File: src/rtl/pipeline_pkg.sv
`default_nettype none
// +-----------------------------------------------------------------------+
// | pipeline_pkg : shared encodings and the Execute->mem1 bundle type      |
// | Rev 1.0                                                                |
// +-----------------------------------------------------------------------+
package pipeline_pkg;

    localparam int DATA_W    = 32;
    localparam int REG_IDX_W = 5;

    typedef enum logic [1:0] {
        MEM_NONE  = 2'b00,
        MEM_READ  = 2'b01,
        MEM_WRITE = 2'b10
    } mem_rw_e;

    typedef enum logic {
        WB_SRC_ALU = 1'b0,
        WB_SRC_MEM = 1'b1
    } wb_src_e;

    localparam logic [2:0] LEN_BYTE   = 3'd0;
    localparam logic [2:0] LEN_HALF   = 3'd1;
    localparam logic [2:0] LEN_WORD   = 3'd2;
    localparam logic [2:0] LEN_BYTE_U = 3'd4;
    localparam logic [2:0] LEN_HALF_U = 3'd5;

    typedef struct packed {
        logic [DATA_W-1:0]    pc;
        logic [DATA_W-1:0]    result;
        logic [REG_IDX_W-1:0] rd_index;
        logic [2:0]           number_length;
        logic [1:0]           memory_rw;
        logic                 writeback_valid;
        logic                 writeback_src;
    } ex_bundle_t;

    // x0 is hardwired zero, so a write to it must never be forwarded.
    function automatic logic writes_real_reg(input ex_bundle_t b);
        return b.writeback_valid && (b.rd_index != '0);
    endfunction

endpackage
`default_nettype wire

File: src/rtl/ex_mem1_link_if.sv
`default_nettype none
// +-----------------------------------------------------------------------+
// | ex_mem1_link_if : valid/ready bundle channel between pipeline stages   |
// | Rev 1.0                                                                |
// +-----------------------------------------------------------------------+
interface ex_mem1_link_if;
    import pipeline_pkg::*;

    logic                 valid;
    logic                 ready;
    logic [DATA_W-1:0]    pc;
    logic [DATA_W-1:0]    result;
    logic [REG_IDX_W-1:0] rd_index;
    logic [2:0]           number_length;
    logic [1:0]           memory_rw;
    logic                 writeback_valid;
    logic                 writeback_src;

    modport master (
        output valid, pc, result, rd_index, number_length, memory_rw,
               writeback_valid, writeback_src,
        input  ready
    );

    modport slave (
        input  valid, pc, result, rd_index, number_length, memory_rw,
               writeback_valid, writeback_src,
        output ready
    );

endinterface
`default_nettype wire

File: src/rtl/ex_mem1_slot.sv
`default_nettype none
// +-----------------------------------------------------------------------+
// | ex_mem1_slot : one valid bit plus bundle payload, load beats clear     |
// | Rev 1.0                                                                |
// +-----------------------------------------------------------------------+
module ex_mem1_slot
    import pipeline_pkg::*;
(
    input  wire logic       clk,
    input  wire logic       rstn,
    input  wire logic       load,
    input  wire logic       clear,
    input  wire ex_bundle_t d,
    output logic            valid,
    output ex_bundle_t      q
);

    logic       valid_q, valid_d;
    ex_bundle_t data_q, data_d;

    always_comb begin
        valid_d = valid_q;
        data_d  = data_q;
        if (load) begin
            valid_d = 1'b1;
            data_d  = d;
        end else if (clear) begin
            valid_d = 1'b0;
        end
    end

    always_ff @(posedge clk or negedge rstn) begin
        if (!rstn) begin
            valid_q <= 1'b0;
            data_q  <= '0;
        end else begin
            valid_q <= valid_d;
            data_q  <= data_d;
        end
    end

    assign valid = valid_q;
    assign q     = data_q;

endmodule
`default_nettype wire

File: src/rtl/ex_mem1_link.sv
`default_nettype none
// +-----------------------------------------------------------------------+
// | ex_mem1_link : Execute->mem1 buffer with forwarding and flush.         |
// | EX_MEM1_SKID_EN adds a skid slot so ex.ready is registered.            |
// | Rev 1.0                                                                |
// +-----------------------------------------------------------------------+
module ex_mem1_link
    import pipeline_pkg::*;
(
    input  wire logic               clk,
    input  wire logic               rstn,
    input  wire logic               flush,
    ex_mem1_link_if.slave           ex,
    ex_mem1_link_if.master          m1,
    output logic [DATA_W-1:0]       mem1_out,
    output logic [REG_IDX_W-1:0]    mem1_rd_index,
    output logic                    mem1_rd_we,
    output logic                    mem1_load_pending
);

    ex_bundle_t ex_bundle;
    ex_bundle_t main_bundle;
    ex_bundle_t main_in;
    logic       main_valid;
    logic       main_load;
    logic       main_clear;
    logic       drain;
    logic       up;

    assign ex_bundle = '{pc:              ex.pc,
                         result:          ex.result,
                         rd_index:        ex.rd_index,
                         number_length:   ex.number_length,
                         memory_rw:       ex.memory_rw,
                         writeback_valid: ex.writeback_valid,
                         writeback_src:   ex.writeback_src};

    assign drain = main_valid & m1.ready;
    assign up    = ex.valid & ex.ready;

`ifdef EX_MEM1_SKID_EN
    ex_bundle_t skid_bundle;
    logic       skid_valid;
    logic       skid_load;
    logic       skid_clear;
    logic       main_from_skid;

    always_comb begin
        main_load      = 1'b0;
        main_clear     = 1'b0;
        main_from_skid = 1'b0;
        skid_load      = 1'b0;
        skid_clear     = 1'b0;
        if (flush) begin
            main_clear = 1'b1;
            skid_clear = 1'b1;
        end else if (drain && skid_valid) begin
            main_load      = 1'b1;
            main_from_skid = 1'b1;
            skid_clear     = 1'b1;
        end else if (!main_valid || drain) begin
            main_load  = up;
            main_clear = !up;
        end else begin
            skid_load = up;
        end
    end

    assign main_in  = main_from_skid ? skid_bundle : ex_bundle;
    // skid_valid is a flop, so ready never depends on m1.ready this cycle.
    assign ex.ready = !skid_valid;

    ex_mem1_slot u_skid (
        .clk   (clk),
        .rstn  (rstn),
        .load  (skid_load),
        .clear (skid_clear),
        .d     (ex_bundle),
        .valid (skid_valid),
        .q     (skid_bundle)
    );
`else
    always_comb begin
        main_load  = 1'b0;
        main_clear = 1'b0;
        if (flush) begin
            main_clear = 1'b1;
        end else if (!main_valid || drain) begin
            main_load  = up;
            main_clear = !up;
        end
    end

    assign main_in  = ex_bundle;
    assign ex.ready = !main_valid | m1.ready;
`endif

    ex_mem1_slot u_main (
        .clk   (clk),
        .rstn  (rstn),
        .load  (main_load),
        .clear (main_clear),
        .d     (main_in),
        .valid (main_valid),
        .q     (main_bundle)
    );

    assign m1.valid           = main_valid;
    assign m1.pc              = main_bundle.pc;
    assign m1.result          = main_bundle.result;
    assign m1.rd_index        = main_bundle.rd_index;
    assign m1.number_length   = main_bundle.number_length;
    assign m1.memory_rw       = main_bundle.memory_rw;
    assign m1.writeback_valid = main_bundle.writeback_valid;
    assign m1.writeback_src   = main_bundle.writeback_src;

    assign mem1_out          = main_bundle.result;
    assign mem1_rd_index     = main_bundle.rd_index;
    assign mem1_rd_we        = main_valid && writes_real_reg(main_bundle)
                               && (main_bundle.writeback_src == WB_SRC_ALU);
    assign mem1_load_pending = main_valid && writes_real_reg(main_bundle)
                               && (main_bundle.writeback_src == WB_SRC_MEM);

endmodule
`default_nettype wire

File: src/flat_wrapper.sv
// flat-port wrapper written by rule: the top's interface ports become plain ports
module ex_mem1_link_flat import pipeline_pkg::*;
  (clk, rstn, flush, mem1_out, mem1_rd_index, mem1_rd_we, mem1_load_pending, ex_valid, ex_pc, ex_result, ex_rd_index, ex_number_length, ex_memory_rw, ex_writeback_valid, ex_writeback_src, ex_ready, m1_valid, m1_pc, m1_result, m1_rd_index, m1_number_length, m1_memory_rw, m1_writeback_valid, m1_writeback_src, m1_ready);
  ex_mem1_link_if ex_i ();
  ex_mem1_link_if m1_i ();
  input  wire logic clk;
  input  wire logic rstn;
  input  wire logic flush;
  output logic [DATA_W-1:0] mem1_out;
  output logic [REG_IDX_W-1:0] mem1_rd_index;
  output logic mem1_rd_we;
  output logic mem1_load_pending;
  input wire logic [$bits(ex_i.valid)-1:0] ex_valid;
  input wire logic [$bits(ex_i.pc)-1:0] ex_pc;
  input wire logic [$bits(ex_i.result)-1:0] ex_result;
  input wire logic [$bits(ex_i.rd_index)-1:0] ex_rd_index;
  input wire logic [$bits(ex_i.number_length)-1:0] ex_number_length;
  input wire logic [$bits(ex_i.memory_rw)-1:0] ex_memory_rw;
  input wire logic [$bits(ex_i.writeback_valid)-1:0] ex_writeback_valid;
  input wire logic [$bits(ex_i.writeback_src)-1:0] ex_writeback_src;
  output wire logic [$bits(ex_i.ready)-1:0] ex_ready;
  output wire logic [$bits(m1_i.valid)-1:0] m1_valid;
  output wire logic [$bits(m1_i.pc)-1:0] m1_pc;
  output wire logic [$bits(m1_i.result)-1:0] m1_result;
  output wire logic [$bits(m1_i.rd_index)-1:0] m1_rd_index;
  output wire logic [$bits(m1_i.number_length)-1:0] m1_number_length;
  output wire logic [$bits(m1_i.memory_rw)-1:0] m1_memory_rw;
  output wire logic [$bits(m1_i.writeback_valid)-1:0] m1_writeback_valid;
  output wire logic [$bits(m1_i.writeback_src)-1:0] m1_writeback_src;
  input wire logic [$bits(m1_i.ready)-1:0] m1_ready;
  assign ex_i.valid = ex_valid;
  assign ex_i.pc = ex_pc;
  assign ex_i.result = ex_result;
  assign ex_i.rd_index = ex_rd_index;
  assign ex_i.number_length = ex_number_length;
  assign ex_i.memory_rw = ex_memory_rw;
  assign ex_i.writeback_valid = ex_writeback_valid;
  assign ex_i.writeback_src = ex_writeback_src;
  assign ex_ready = ex_i.ready;
  assign m1_valid = m1_i.valid;
  assign m1_pc = m1_i.pc;
  assign m1_result = m1_i.result;
  assign m1_rd_index = m1_i.rd_index;
  assign m1_number_length = m1_i.number_length;
  assign m1_memory_rw = m1_i.memory_rw;
  assign m1_writeback_valid = m1_i.writeback_valid;
  assign m1_writeback_src = m1_i.writeback_src;
  assign m1_i.ready = m1_ready;
  ex_mem1_link u_core (.clk(clk), .rstn(rstn), .flush(flush), .ex(ex_i), .m1(m1_i), .mem1_out(mem1_out), .mem1_rd_index(mem1_rd_index), .mem1_rd_we(mem1_rd_we), .mem1_load_pending(mem1_load_pending));
endmodule
File: config.mk
export PLATFORM = sky130hd
export DESIGN_NAME = ex_mem1_link_flat
export DESIGN_NICKNAME = d
export VERILOG_FILES = /design/src/rtl/pipeline_pkg.sv /design/src/rtl/ex_mem1_link_if.sv /design/src/rtl/ex_mem1_slot.sv /design/src/rtl/ex_mem1_link.sv /design/src/flat_wrapper.sv
export SDC_FILE = /design/constraint.sdc
export NUM_CORES = 1
export LEC_CHECK = 0
export ABC_AREA = 1
export ABC_CLOCK_PERIOD_IN_PS = 4000
export CAP_MARGIN = 10
export CORE_MARGIN = 8
export CORE_UTILIZATION = 40
export CTS_BUF_LIST = sky130_fd_sc_hd__clkbuf_16
export CTS_CLUSTER_DIAMETER = 40
export CTS_CLUSTER_SIZE = 25
export DETAILED_ROUTE_END_ITERATION = 6
export PLACE_DENSITY_LB_ADDON = 0.12
export SYNTH_ARGS = -nofsm -noshare
export SYNTH_HDL_FRONTEND = slang
export SYNTH_HIERARCHICAL = 1
export SYNTH_SLANG_ARGS = --single-unit
File: constraint.sdc
create_clock -name clk -period 4 [get_ports clk]
set_clock_uncertainty 0.05 [all_clocks]
set_input_delay 0.6 -clock clk [delete_from_list [all_inputs] [get_ports clk]]
set_output_delay 0.6 -clock clk [all_outputs]
set_load 0.005 [all_outputs]
==> out/qor.yml <==
async_reset_ff_share_pct: 100
drive_above_1_share_pct: 4.07
hold_viol: 0
routabilityCongestion: 0.782
setup_tns_ns: 0
critPathBufInv: 3
synth_most_common_cell: "nand2_1"
leakagePower_nw: 2.61
cts_root_buffer: "clkbuf_16"
combPwrFrac_pct: 24.5
cts_sinks: 77
min_path_type: "in2async"
synth.cell_area_sq_mm: 0.00327
yosysTopAreaCell: "dfrtp_1"
final_nets: 617
synth_nets: 460
io_pins: 198
antenna_found_initial: 0
synthTopCellsByArea: "dfrtp_1 59%, nand2_1 27%, buf_4 9.6%"
setup_viol: 0
cp_slowest_stage_delay_ns: 0.51
synth_cell_types: 12
fin_crit_sh_pct: 58.4
ir_drop_mv: 0.282
internal_power_mw: 1.97
critPathLaunchType: "primary input"
io_buffers: 197
yosysWarnings: 6
synth_seq_cells: 77
rows: 33
postSynthAreaPerCell_sq_um: 8.63
synthFlopType: "dfrtp_1"
first_pass_iters: 6
ys_seq_area_share_pct: 58.9
dp_hpwl_um: 7290
switchingPower_uw: 599
clk_pin_slew_worst_paths_ns: 0.05
cts_tree: "done"
die_area_sq_mm: 0.0113
maxSlewViolCount: 0
cp_max_fo: 2
cp_slowest_cell: "clkdlybuf4s50_1"
multi_input_area_sq_um: 922
critPathArrivalTime_ns: 1.69
grt-ovfl-total: 0
cts-htree-levels: 3
worst_pin_slew_ns: 0.971
crit_chain: "clkdlybuf4s50_1 > nor2_2 > inv_2 > clkdlybuf4s50_1"
synthTopCellsByCount: "232 x nand2_1, 77 x dfrtp_1, 42 x buf_4"
grt.total_usage_pct: 17.4
clkPwrFrac_pct: 37.3
grt_start_max_net_pins: 78
area_growth_pct: 63.6
start_util_pct: 40.6
cp_common_cell: "clkdlybuf4s50_1"
clkLatencyLatePin_ns: 0.32
grt_pass1_wl_um: 15800
drc: 0
synth_edf_count: 0
wl_per_cell_um: 15.3
vias_per_cell: 4.49
yosysTopAreaCellShare_pct: 58.9
slew_headroom_pct: 35.3
antenna_cells: 0
ant_nets: 0
min_period_ns: 2.34
rsz0062_at_grt: "false"
core_area_sq_mm: 0.00805
routed_wl_um: 9870
numCtsBuffers: 9
holdWs_ns: 0.375
cts_setup_buffers: 0
synthCells: 379
critPathTopFamily: "buffers and inverters"
critPathRequiredTime_ns: 3.35
fmax_mhz: 428
final.fill_count: 717
cts-resized-gates: 0
register_area_sq_mm: 0.00193
end_kind: "primary output"
drt_iter0_drc: 88
vias: 2899
sequentialPowerShare_pct: 38.2
cellPowerDensity_mw_per_mm2: 481
status: "finished, final reports clean"
p_sw_share_pct: 23.3
max_cap_violations: 0
die_x_um: 106
holdBufCountCts: 0
first_global_vias: 3009
worst-setup-path-type: "in2out"
die_y_um: 106
cts_buffer_depth: 2
rrSetupSlack_ns: 2.20
[placed cells by master (no fill, tap or decap)]
| cell type | n |
|---|---|
| bufinv_16 | 4 |
| nand2_1 | 232 |
| inv_2 | 2 |
| nor2_1 | 4 |
| inv_1 | 6 |
| nor2_4 | 1 |
| nor2_2 | 1 |
| nand2_2 | 1 |
| clkinv_1 | 1 |
| o21bai_1 | 1 |
| buf_4 | 4 |
| clkdlybuf4s50_1 | 196 |
| clkbuf_16 | 9 |
| dfrtp_1 | 77 |
| nand3_1 | 1 |
[through the flow]
step / cells / setup slack [ns] / total power [mW] / util (%) / cell area, sq um
after global placement: 630 / 1.63 / 1.63 / 62.1 / 5000
after global routing: 645 / 1.62 / 2.70 / 66.5 / 5350
final: 645 / 1.66 / 2.57 / 66.5 / 5350
after CTS: 645 / 1.66 / 2.61 / 66.5 / 5350
after detailed placement: 630 / 1.58 / 1.64 / 62.1 / 5000
after floorplan: 379 / 2.46 / 1.22 / - / 3270
[metal layers]
layer  up-vias  track usage (%)  routed length [um]
met4         0             6.23                 109
met3        10             7.86                1050
li1       1411                -                   -
met2       114             30.1                5060
met5         -                0                   0
met1      1364             18.4                3650
[path summary, 6_finish.rpt]
path | start | end | cells after the start
setup reg to reg | u_core/u_main/valid | u_core/u_main/q[44] | 9
setup / recovery | m1_ready | ex_ready | 4
hold / removal | rstn | u_core/u_main/q[69] | 1
hold reg to reg | u_core/u_main/q[5] | u_core/u_main/q[5] | 2
max in group asynchronous | rstn | u_core/u_main/q[30] | 1
min in group clk | u_core/u_main/q[5] | u_core/u_main/q[5] | 2
[kinds of logic after synthesis]
| logic type | count (synthesis) | synth area share (%) |
|---|---|---|
| AO/OA/AOI/OAI | 1 | 0.230 |
| buffers and inverters | 61 | 13.0 |
| AND/OR/NAND/NOR | 240 | 27.8 |
| flip-flops | 77 | 58.9 |
[power groups by stage]
| stage | logic, mW | registers (mW) | clock network, mW |
|---|---|---|---|
| floorplan | 0.220 | 0.996 | 0 |
| global placement | 0.635 | 0.990 | 0 |
| detailed placement | 0.644 | 0.996 | 0 |
| CTS | 0.646 | 0.985 | 0.982 |
| global route | 0.690 | 1.00 | 1.01 |
| finish | 0.630 | 0.983 | 0.959 |
[flip-flops by register name (all words and copies together) (netlist names)]
signal               cells
u_core/u_main/q         76
u_core/u_main/valid      1
[cell type report]
cell class,instances,area share (%)
Timing Repair Buffer,200,37.2
Sequential cell,77,36.0
Multi-Input combinational cell,241,17.2
Tap cell,105,2.45
Clock buffer,9,4.21
Clock inverter,6,2.38
Inverter,7,0.491
No activity file was read; power rests on OpenSTA's default activity.
